### src/rtl/cluster_frame_scheduler.sv
// Buffers latched cluster frames in a two-entry FIFO and streams each frame out
// as MXCLUSTERS/2 two-cluster beats under valid/ready flow control.
module cluster_frame_scheduler #(
    parameter int MXCLUSTERS     = 8,
    parameter int LATCH_PERIOD   = 4,
    parameter bit SUPPRESS_EMPTY = 1'b1
) (
    input  logic                          clock,
    input  logic                          reset,
    input  logic                          bc0,
    output logic                          latch_pulse,
    input  logic                          latch_in,
    input  logic [11*MXCLUSTERS-1:0]      adr_in,
    input  logic [3*MXCLUSTERS-1:0]       cnt_in,
    input  logic [MXCLUSTERS-1:0]         vpf_in,
    output logic [27:0]                   out_data,
    output logic                          out_valid,
    input  logic                          out_ready,
    output logic [$clog2((MXCLUSTERS/2) > 1 ? (MXCLUSTERS/2) : 2)-1:0] out_beat,
    output logic                          out_first,
    output logic                          overflow,
    output logic [15:0]                   overflow_cnt
);

    localparam int NBEATS = MXCLUSTERS / 2;
    localparam int BW     = $clog2(NBEATS > 1 ? NBEATS : 2);
    localparam int PW     = $clog2(LATCH_PERIOD);
    localparam logic [PW-1:0] PHASE_LAST = PW'(LATCH_PERIOD - 1);
    localparam logic [BW-1:0] BEAT_LAST  = BW'(NBEATS - 1);
    localparam logic [0:0] IDLE = 1'b0;
    localparam logic [0:0] SEND = 1'b1;

    logic [PW-1:0]              phase_q, phase_d;
    logic                       latchPulse_q;
    logic [11*MXCLUSTERS-1:0]   adrMem_q [2];
    logic [3*MXCLUSTERS-1:0]    cntMem_q [2];
    logic [MXCLUSTERS-1:0]      vpfMem_q [2];
    logic                       rdPtr_q, wrPtr_q;
    logic [1:0]                 count_q, count_d;
    logic [0:0]                 state_q, state_d;
    logic [BW-1:0]              beat_q, beat_d;
    logic                       overflow_q;
    logic [15:0]                overflowCnt_q;

    logic accept, lastBeat, pop, push, drop, frameKeep;
    logic [11*MXCLUSTERS-1:0]   headAdr;
    logic [3*MXCLUSTERS-1:0]    headCnt;
    logic [MXCLUSTERS-1:0]      headVpf;
    logic [13:0]                evenWord, oddWord;

    function automatic logic [13:0] mkWord(input logic v, input logic [2:0] c, input logic [10:0] a);
        return v ? {c, a} : {3'd0, 11'h7FE};
    endfunction

    // bc0 realigns the phase so the next strobe lands LATCH_PERIOD cycles later
    always_comb begin
        phase_d = bc0 ? '0 : ((phase_q == PHASE_LAST) ? '0 : phase_q + PW'(1));
    end

    always_ff @(posedge clock) begin
        if (reset) begin
            phase_q      <= '0;
            latchPulse_q <= 1'b0;
        end else begin
            phase_q      <= phase_d;
            latchPulse_q <= (phase_q == PHASE_LAST);
        end
    end

    // A pop on the last beat frees a slot in time for a same-cycle write
    always_comb begin
        accept    = (state_q == SEND) && out_ready;
        lastBeat  = (beat_q == BEAT_LAST);
        pop       = accept && lastBeat;
        frameKeep = !SUPPRESS_EMPTY || (|vpf_in);
        push      = latch_in && frameKeep && ((count_q != 2'd2) || pop);
        drop      = latch_in && frameKeep && (count_q == 2'd2) && !pop;
        count_d   = count_q + {1'b0, push} - {1'b0, pop};
    end

    always_comb begin
        state_d = state_q;
        beat_d  = beat_q;
        if (state_q == IDLE) begin
            if (count_q != 2'd0) begin
                state_d = SEND;
                beat_d  = '0;
            end
        end else if (accept) begin
            if (lastBeat) begin
                beat_d = '0;
                if (count_d == 2'd0) state_d = IDLE;
            end else begin
                beat_d = beat_q + BW'(1);
            end
        end
    end

    always_comb begin
        headAdr  = adrMem_q[rdPtr_q];
        headCnt  = cntMem_q[rdPtr_q];
        headVpf  = vpfMem_q[rdPtr_q];
        evenWord = '0;
        oddWord  = '0;
        for (int b = 0; b < NBEATS; b++) begin
            if (beat_q == BW'(b)) begin
                evenWord = mkWord(headVpf[2*b],   headCnt[6*b +: 3],   headAdr[22*b +: 11]);
                oddWord  = mkWord(headVpf[2*b+1], headCnt[6*b+3 +: 3], headAdr[22*b+11 +: 11]);
            end
        end
    end

    always_ff @(posedge clock) begin
        if (!reset && push) begin
            adrMem_q[wrPtr_q] <= adr_in;
            cntMem_q[wrPtr_q] <= cnt_in;
            vpfMem_q[wrPtr_q] <= vpf_in;
        end
    end

    always_ff @(posedge clock) begin
        if (reset) begin
            count_q       <= 2'd0;
            rdPtr_q       <= 1'b0;
            wrPtr_q       <= 1'b0;
            state_q       <= IDLE;
            beat_q        <= '0;
            overflow_q    <= 1'b0;
            overflowCnt_q <= 16'd0;
        end else begin
            count_q    <= count_d;
            state_q    <= state_d;
            beat_q     <= beat_d;
            overflow_q <= drop;
            if (push) wrPtr_q <= ~wrPtr_q;
            if (pop)  rdPtr_q <= ~rdPtr_q;
            if (drop && overflowCnt_q != 16'hFFFF) overflowCnt_q <= overflowCnt_q + 16'd1;
        end
    end

    assign latch_pulse  = latchPulse_q;
    assign out_valid    = (state_q == SEND);
    assign out_data     = out_valid ? {oddWord, evenWord} : 28'd0;
    assign out_beat     = beat_q;
    assign out_first    = out_valid && (beat_q == '0);
    assign overflow     = overflow_q;
    assign overflow_cnt = overflowCnt_q;

endmodule

### config.mk
export PLATFORM = sky130hd
export DESIGN_NAME = cluster_frame_scheduler
export DESIGN_NICKNAME = d
export VERILOG_FILES = /design/src/rtl/cluster_frame_scheduler.sv
export SDC_FILE = /design/constraint.sdc
export NUM_CORES = 1
export LEC_CHECK = 0
export ABC_AREA = 1
export CORE_MARGIN = 3
export CORE_UTILIZATION = 23
export CTS_CLUSTER_SIZE = 16
export DETAILED_ROUTE_END_ITERATION = 7
export DONT_BUFFER_PORTS = 1
export HOLD_SLACK_MARGIN = 0.15
export RECOVER_POWER = 100
export SETUP_SLACK_MARGIN = 0.02
export SLEW_MARGIN = 20
export SYNTH_ARGS = -nofsm -noshare
export SYNTH_HDL_FRONTEND = slang
export SYNTH_SLANG_ARGS = --single-unit
### constraint.sdc
create_clock -name clock -period 34.2 [get_ports clock]
set_input_delay 6.84 -clock clock [delete_from_list [all_inputs] [get_ports clock]]
set_output_delay 6.84 -clock clock [all_outputs]
set_load 0.005 [all_outputs]
==> metrics.csv <==
stage,metric,value,unit
setup_path,Slowest cell on crit path,clkbuf_1,
yosys,sequential-to-total area share from yosys stat,66.7,%
clocking,TritonCTS Buffers,30,
power_and_ir_drop,worst IR drop on VDD,0.0325,mV
yosys,average size of a mapped cell,10.3,um2
setup_path,startpoint types,flop,
sta,final setup fails,0,
yosys,Adder-Cell Fraction of Synth Area,0.859,%
detailed_routing,Routed WL,32.3,mm
yosys,syn_nets,1268,
global_route,vias in the first global route,7704,
floorplan,io pins,175,
layout,Final Cell Area,13100,um2
layout,area delta synth->final,12.8,%
global_route,GRT Total Usage,11.9,%
global_route,gr ovfl total,0,
detailed_routing,initial drt markers,609,
setup_path,Crit path buffers/inverters,1,
floorplan,DIE AREA,53400,um2
clocking,CTS tree,done,
yosys,xor/xnor share of the synthesized area,0.977,%
setup_path,Crit Path Category,reg -> out,
power_and_ir_drop,Leakage,5.01,nW
floorplan,Die Span Y,231,um
clocking,CTS sink cnt,268,
yosys,Synth area leader,edfxtp_1,
global_route,initial antenna violation count,6,
power_and_ir_drop,Power Internal,0.000560,W
sta,Sum Neg Setup Slack,0,ns
sta,Slew @ Worst Pin,4.08,ns
power_and_ir_drop,Comb pwr share,6.4,%
floorplan,FP Rows,81,
clocking,depth of the CTS H-tree,1,
detailed_routing,Avg WL per Cell,17.7,um
power_and_ir_drop,clock share of power,41.5,%
clocking,clk buf depth,3,
setup_path,required time of the critical path,27.36,ns
detailed_routing,via count,7723,
yosys,post-synthesis compound-gate area fraction,4.66,%
place,gp weighted congestion,0.868,
setup_path,crit path cell chain,"clkbuf_1, o21ai_0, a21oi_1, o21ai_0, a21oi_1",
yosys,post-synthesis simple-gate area fraction,22.1,%
place,IO Port Bufs,0,
global_route,pin count of the biggest net entering global routing,74,
power_and_ir_drop,PwrDens,55.2,nW/um2
clocking,Worst-path clk slew,0.06,ns
floorplan,core area,49500,um2
power_and_ir_drop,Sequential Power Share,52.1,%
yosys,Gate Count Post-Synth,1135,
yosys,Synth area leaders,"edfxtp_1 62%, nand2_1 14%, dfxtp_1 4.8%",
global_route,first-pass GRT wire length,48.0,mm
layout,Final #Nets,1255,
clocking,cts hold-fix bufs,0,
setup_path,worst-path fanout max,73,
clocking,root buffer cell,clkbuf_16,
yosys,mux cell area share after synthesis,0,%
setup_path,Worst setup EP type,output port,
clocking,post-CTS sizing,0,
floorplan,Starting Density,23.6,%
power_and_ir_drop,Switch Pwr,0.000165,W
detailed_routing,Antenna Nets Post-Route,0,
sta,Slew headroom,-172,%
detailed_routing,drc violations,0,
sta,"Hold Violations, Final",0,
run,max_cap viols,6,
sta,pins over their slew limit,360,
yosys,largest family of logic cells by synthesized area,simple AND/OR/NAND/NOR gates,
yosys,post-synth top area share,61.8,%
clocking,postcts setup bufs,0,
sta,unrepaired setup endpoints after global routing,false,
setup_path,cell family with most CP delay,buffers and inverters,
setup_path,r2r setup slk,26.32,ns
layout,Layout Utilization,26.6,%
sta,Final Cycle Share,40.6,%
place,post-DP HPWL,22.7,mm
sta,Worst Skew,0.0131,ns
floorplan,DIE WIDTH,231,um
sta,WHS,0.417,ns
setup_path,Crit path largest cell delay,2.60,ns
detailed_routing,Via density,4.24,
run_status,status,finished with violations,
layout,share of cells above drive strength 1,5.94,%
min_path,worst hold path type,reg -> reg,
place,placed cell areas,12300,um2
run_status,failing checks,"max-capacitance violations, max-slew violations",
yosys,synth unique cells,35,
power_and_ir_drop,sw frac,22.8,%
clocking,clk_lat worst skew,0.55,ns
yosys,"flops & latches, synth",268,
sta,Final min period,13.88,ns
detailed_routing,TritonRoute pass-1 iters,7,
yosys,Ys Warns,0,
setup_path,critical path arrival,7.04,ns
sta,Max Clk Rate,0.0721,GHz
yosys,Synth Cell Area,11700,um2
[final timing paths]
path	startpoint	endpoint	depth (start not counted)
worst min register to register	phase_q[0]$_SDFF_PP0_	phase_q[0]$_SDFF_PP0_	1
worst max register to register	out_beat[0]$_SDFFE_PP0P_	adrMem_q[0][13]$_DFFE_PP_	7
worst min-delay path	phase_q[0]$_SDFF_PP0_	phase_q[0]$_SDFF_PP0_	1
worst max-delay path	flop	out_data[14]	5
[Yosys cell counts (all sizes together)]
master	instances
xor2	8
nand3b	1
dfxtp	28
a21oi	83
or2	2
nor3	4
inv	66
nand3	81
edfxtp	240
o21bai	1
nor2	80
xnor2	5
o21ai	14
ha	8
clkinv	1
buf	35
o211a	2
clkbuf	20
nand4	8
nand2	448
[through the flow]
stage / total power, W / std cells / worst slack (ns)
2_1_floorplan: 0.000416 / 1135 / 18.17
3_3_place_gp: 0.000430 / 1754 / 24.46
3_5_place_dp: 0.000431 / 1754 / 24.45
4_1_cts: 0.000734 / 1809 / 24.08
5_1_grt: 0.000756 / 1811 / 19.54
6_report: 0.000725 / 1821 / 20.32
[cell families after synthesis]
kind of cell / count (synthesis)
buf+inv: 122
fa+ha+maj: 8
flops: 268
xor+xnor: 13
simple gates: 624
compound gates: 100
[routing by layer]
metal	track usage [%]	up-vias	wire length (um)
li1	-	3773	-
met1	12.9	3658	11800
met2	20.1	244	15600
met3	7.08	46	4210
met4	2.69	2	660
met5	0	-	20
[cell type report]
| type | count | area [um2] |
|---|---|---|
| multi-input combinational | 745 | 3280 |
| antenna | 12 | 30.0 |
| sequential | 268 | 7770 |
| timing repair buffer | 10 | 52.6 |
| clock buffer | 42 | 827 |
| fill | 5254 | 36300 |
| clock inverter | 13 | 95.1 |
| inverter | 67 | 254 |
| tap | 664 | 831 |
[registers in the layout (all words and copies together) (netlist names), named ones only]
name and cells:
latch_pulse 1, out_beat 2, phase_q 2, cntMem_q 48
rdPtr_q 1, count_q 2, out_valid 1, overflow_cnt 16
adrMem_q 176, overflow 1, wrPtr_q 1, vpfMem_q 16
[placed cells by master, fill, tap and decap left out, types with 4 or more instances in the layout]
master / instances
a21oi_1: 80
buf_4: 4
clkbuf_1: 16
clkbuf_16: 31
clkinv_1: 5
clkinv_2: 5
dfxtp_1: 28
diode_2: 12
edfxtp_1: 240
ha_1: 8
inv_1: 64
nand2_1: 437
nand2_2: 10
nand3_1: 81
nand4_1: 8
nor2_1: 74
o21ai_0: 10
o21ai_1: 4
xnor2_1: 5
xor2_1: 8
[power groups by stage]
stage                     Sequential (W)  Clock [W]  Combinational [W]
after floorplan                 0.000384          0          0.0000321
after global placement          0.000383          0          0.0000474
after detailed placement        0.000383          0          0.0000478
after CTS                       0.000376   0.000310          0.0000480
after global routing            0.000379   0.000324          0.0000531
final                           0.000378   0.000301          0.0000465
No activity file was read; power rests on OpenSTA's default activity.
==> variant 1 (config.mk and constraints unchanged) <==
Set the parameter `LATCH_PERIOD` to 8 (it was 4).
--- a/src/rtl/cluster_frame_scheduler.sv
+++ b/src/rtl/cluster_frame_scheduler.sv
@@ -3,5 +3,5 @@
 module cluster_frame_scheduler #(
     parameter int MXCLUSTERS     = 8,
-    parameter int LATCH_PERIOD   = 4,
+    parameter int LATCH_PERIOD   = 8,
     parameter bit SUPPRESS_EMPTY = 1'b1
 ) (
Function: changed (Yosys sat finds a counterexample within 10 cycles, from zero or initial values and one cycle with reset high).
==> variant 1 against the original RTL <==
The run still ends with max-capacitance violations, max-slew violations left; power is 0.28% lower; design area about the same; combinational power up 2%; synthesized area up 0.35%; routed wire length down 0.24%; die area up 0.34%; sequential cell count up 1; worst hold slack improved by 0.0087 ns; sequential power is essentially flat; setup slack worse by 0.12 ns; core utilization shrank 0.36 points; via count fell by 0.85%; largest cell class unchanged.
==> variant 1: results (changes against the original RTL) <==
Status: finished, violations left
Violated checks: max-capacitance violations, max-slew violations
Yosys cell types: 34 (-2.9%)
Post-CTS Resized: 0 (unchanged)
Synth area leaders: edfxtp_1 (62%), nand2_1 (14%), dfxtp_1 (5.0%)
Static Leak: 5.01 nW (about the same)
Worst R2R End: adrMem_q[0][12]
H-tree levels: 1 (unchanged)
Initial DRC Count: 545 (-11%)
First-pass GRT wire length: 47,700 um (-0.69%)
Crit path max fanout: 72 (-1.4%)
Share of cells above drive strength 1: 6.19% (+0.25 points)
DRT Wirelength: 32,200 um (-0.24%)
Sequential area share after synthesis: 66.6% (about the same)
Worst-margin pin slew: 3.45 ns (-0.631 ns)
Syn nets: 1,275 (+0.55%)
Total GRT Usage: 11.7% (-0.18 points)
R2R Setup Slk: 26.14 ns (-0.18 ns)
Number of global-route vias before repair: 7,719 (+0.19%)
GP Congestion: 0.820 (-5.5%)
Vias per inst: 4.20 (-0.91%)
EDFF count, synth: 240 (unchanged)
Max Cap Violations: 8 (+2)
CTS clk-pin slew, worst paths: 0.06 ns (about the same)
Dpl hpwl: 22,500 um (-1.1%)
TritonCTS Buffers: 29 (-3.3%)
Largest net degree at the start of global routing: 101 (+36%)
Slew Viols, Final: 395 (+9.7%)
Max VDD drop: 40.9 uV (+26%)
==> variant 1: cell types whose count changed in the layout (fill, tap and decap cells not counted), sizes merged, moves of 2 or more <==
cell / delta
nand3: -4
clkinv: +2
diode: -9
nor2: +4
inv: +3
clkbuf: -8
nand4: -2
nand2: +4
==> variant 1: metrics by stage <==
stage               worst slack (ns)  hold WS (ns)  cell area [sq um]  cells
CTS                            23.76         0.429              13200   1819
floorplan                      18.12         0.399              11700   1141
global route                   19.54         0.452              13100   1821
detailed placement             24.13         0.420              12300   1769
finish                         20.20         0.426              13200   1822
global placement               24.17         0.408              12300   1769
==> variant 1: power by group <==
group | total [mW] | internal, mW | switching (mW)
logic | 0.0476 | 0.0116 | 0.0359
clock network | 0.297 | 0.169 | 0.127
registers | 0.378 | 0.374 | 0.00455
==> variant 1: cell families after synthesis <==
logic type,after synthesis,synth area share [%]
fa+ha+maj,9,0.963
compound gates,99,4.58
simple gates,628,22.1
flops,269,66.6
xor+xnor,13,0.974
buf+inv,123,4.81
==> variant 1: cell type report <==
cell class | count | area, sq um
Tap cell | 672 | 841
Antenna cell | 3 | 7.51
Inverter | 69 | 264
Fill cell | 5252 | 37000
Clock inverter | 17 | 139
Sequential cell | 269 | 7790
Multi-Input combinational cell | 749 | 3320
Timing Repair Buffer | 10 | 48.8
Clock buffer | 33 | 741
==> variant 1: worst max-delay path: stages, from the launching register on <==
cell      delay [ns]
dfxtp_1         2.10
clkbuf_1        2.56
o21ai_0         1.16
a21oi_1         0.34
o21ai_0         0.15
a21oi_1         0.25
==> variant 1: routing by layer <==
metal	wire length (um)	GRT usage, %
met2	15100	19.6
met4	927	3.18
met1	11900	12.7
met3	4190	6.77
met5	72	0
==> variant 2 (same settings) <==
Made on the original files. Put one more register stage on the output `overflow_cnt`, without a reset. The value now appears one clock later. The other outputs are not delayed to match.
--- a/src/rtl/cluster_frame_scheduler.sv
+++ b/src/rtl/cluster_frame_scheduler.sv
@@ -145,5 +145,7 @@
     assign out_first    = out_valid && (beat_q == '0);
     assign overflow     = overflow_q;
-    assign overflow_cnt = overflowCnt_q;
+    always_ff @(posedge clock) begin
+        overflow_cnt <= overflowCnt_q;
+    end
 
 endmodule
Behaviour: not the same (Yosys sat finds a counterexample within 4 cycles, from zero or initial values and one cycle with reset high).
==> variant 2 against the original RTL <==
The flow still finishes with violations (max-capacitance violations, max-slew violations); setup slack improved by 0.076 ns; design area increased by 2.7%; synthesized area increased by 2.8%; sequential cell count increased by 16; routed wire length increased by 4.1%; power increased by 3.9%; clock power increased by 3%; register-to-register slack improved by 0.15 ns; largest cell class unchanged.
==> variant 2: results (changes against the original RTL) <==
Cell Area, Placed: 12,600 sq um (+2.6%)
Synth area leaders: edfxtp_1 (60%), nand2_1 (14%), dfxtp_1 (7.4%)
Synth cell count leaders: nand2_1 (447), edfxtp_1 (240), nand3_1 (81), a21oi_1 (76), nor2_1 (76)
Crit path max fanout: 77 (+5.5%)
DRT Wirelength: 33,600 um (+4.1%)
1st-pass router iterations: 6 (-1)
Initial antenna violation count: 14 (+8)
Max Cap Violations: 6 (unchanged)
Total GRT Usage: 11.9% (about the same)
Status: finished, violations left
CP max-delay cell: clkbuf_1
Post-placement cell count: 1,797 (+2.5%)
CTS clk-pin slew, worst paths: 0.06 ns (about the same)
Worst R2R End: adrMem_q[0][29]
Initial DRC Count: 407 (-33%)
Skew final: 0.0136 ns (+0.000474 ns)
Root Buffer Master: clkbuf_16
Vias per inst: 4.26 (+0.46%)
First-pass GRT wire length: 48,500 um (+1.0%)
Share of cells above drive strength 1: 5.63% (-0.31 points)
CP peak stage delay: 2.43 ns (-0.17 ns)
FILL cells: 5,404 (+2.9%)
R2R Setup Slk: 26.47 ns (+0.15 ns)
Met1 usage: 12.8% (-0.11 points)
Syn nets: 1,296 (+2.2%)
Violated checks: max-capacitance violations, max-slew violations
Worst hold start: overflowCnt_q[15]
EDFF count, synth: 240 (unchanged)
Hold depth: 0 (-1)
Placement Setup Slack: 24.59 ns (+0.134 ns)
Number of global-route vias before repair: 7,736 (+0.42%)
Static Leak: 5.12 nW (+2.3%)
Sequential area share after synthesis: 67.5% (+0.86 points)
Yosys cell types: 31 (-11%)
GP Congestion: 0.822 (-5.3%)
Critical R2R Launch: out_beat[1]
Gate Count Post-Synth: 1,163 (+2.5%)
Met2 usage: 19.6% (-0.46 points)
Dpl hpwl: 23,300 um (+2.7%)
Routing usage on met3: 7.92% (+0.84 points)
Crit path DAT: 6.96 ns (-0.08 ns)
Largest net degree at the start of global routing: 101 (+36%)
WL met2: 15,700 um (+0.56%)
Max VDD drop: 36.3 uV (+12%)
WHS Endpoint: overflow_cnt[15]
Slew Viols, Final: 392 (+8.9%)
DRT met1 WL: 12,200 um (+3.9%)
WL per Instance: 18.0 um (+1.6%)
DR WL met3: 4760 um (+13%)
Worst slew margin: -157% (+15 points)
==> variant 2: stage by stage <==
step / hold slack, ns / util, %
2_1_floorplan: 0.364 / -
3_3_place_gp: 0.382 / 24.5
3_5_place_dp: 0.380 / 24.5
4_1_cts: 0.393 / 26.3
5_1_grt: 0.403 / 26.2
6_report: 0.391 / 26.3
==> variant 2: worst register-to-register path: cells and delay by family (launching register included) <==
kind	cells	cell delay, ns
fa+ha+maj	1	0.56
flops	1	0.50
buf+inv	2	5.49
simple gates	4	0.65
==> variant 2: logic make-up after synthesis <==
| kind of cell | share of synthesized area (%) |
|---|---|
| AO/OA/AOI/OAI | 4.47 |
| adder cells (fa/ha/maj) | 0.836 |
| AND/OR/NAND/NOR | 21.5 |
| flip-flops | 67.5 |
| buffers and inverters | 4.99 |
| XOR/XNOR | 0.658 |
==> variant 2: area by class of cell <==
class                   instances  share of cell area [%]
clock buffers                  41                    6.25
multi-input cells             751                    24.3
repair buffers                  9                   0.334
diodes                         13                   0.241
flip-flops and latches        284                    59.9
inverters                      73                    2.07
clock inverters                15                   0.612
well taps                     680                    6.30
==> variant 2: worst max-delay path by stage <==
stage | depth (start not counted) | to | slack (ns)
2_1_floorplan | 6 | adrMem_q[1][0] | 18.12
3_3_place_gp | 7 | out_data[14] | 24.55
3_5_place_dp | 7 | out_data[27] | 24.59
4_1_cts | 7 | out_data[27] | 23.98
5_1_grt | 5 | out_data[25] | 19.69
6_report | 5 | out_data[25] | 20.40
==> variant 2: power by group <==
| group | internal (mW) | leakage [nW] | switching (mW) |
|---|---|---|---|
| combinational | 0.0117 | 2.11 | 0.0363 |
| clock | 0.172 | 0.451 | 0.136 |
| sequential | 0.392 | 2.56 | 0.00414 |
| total | 0.576 | 5.12 | 0.177 |
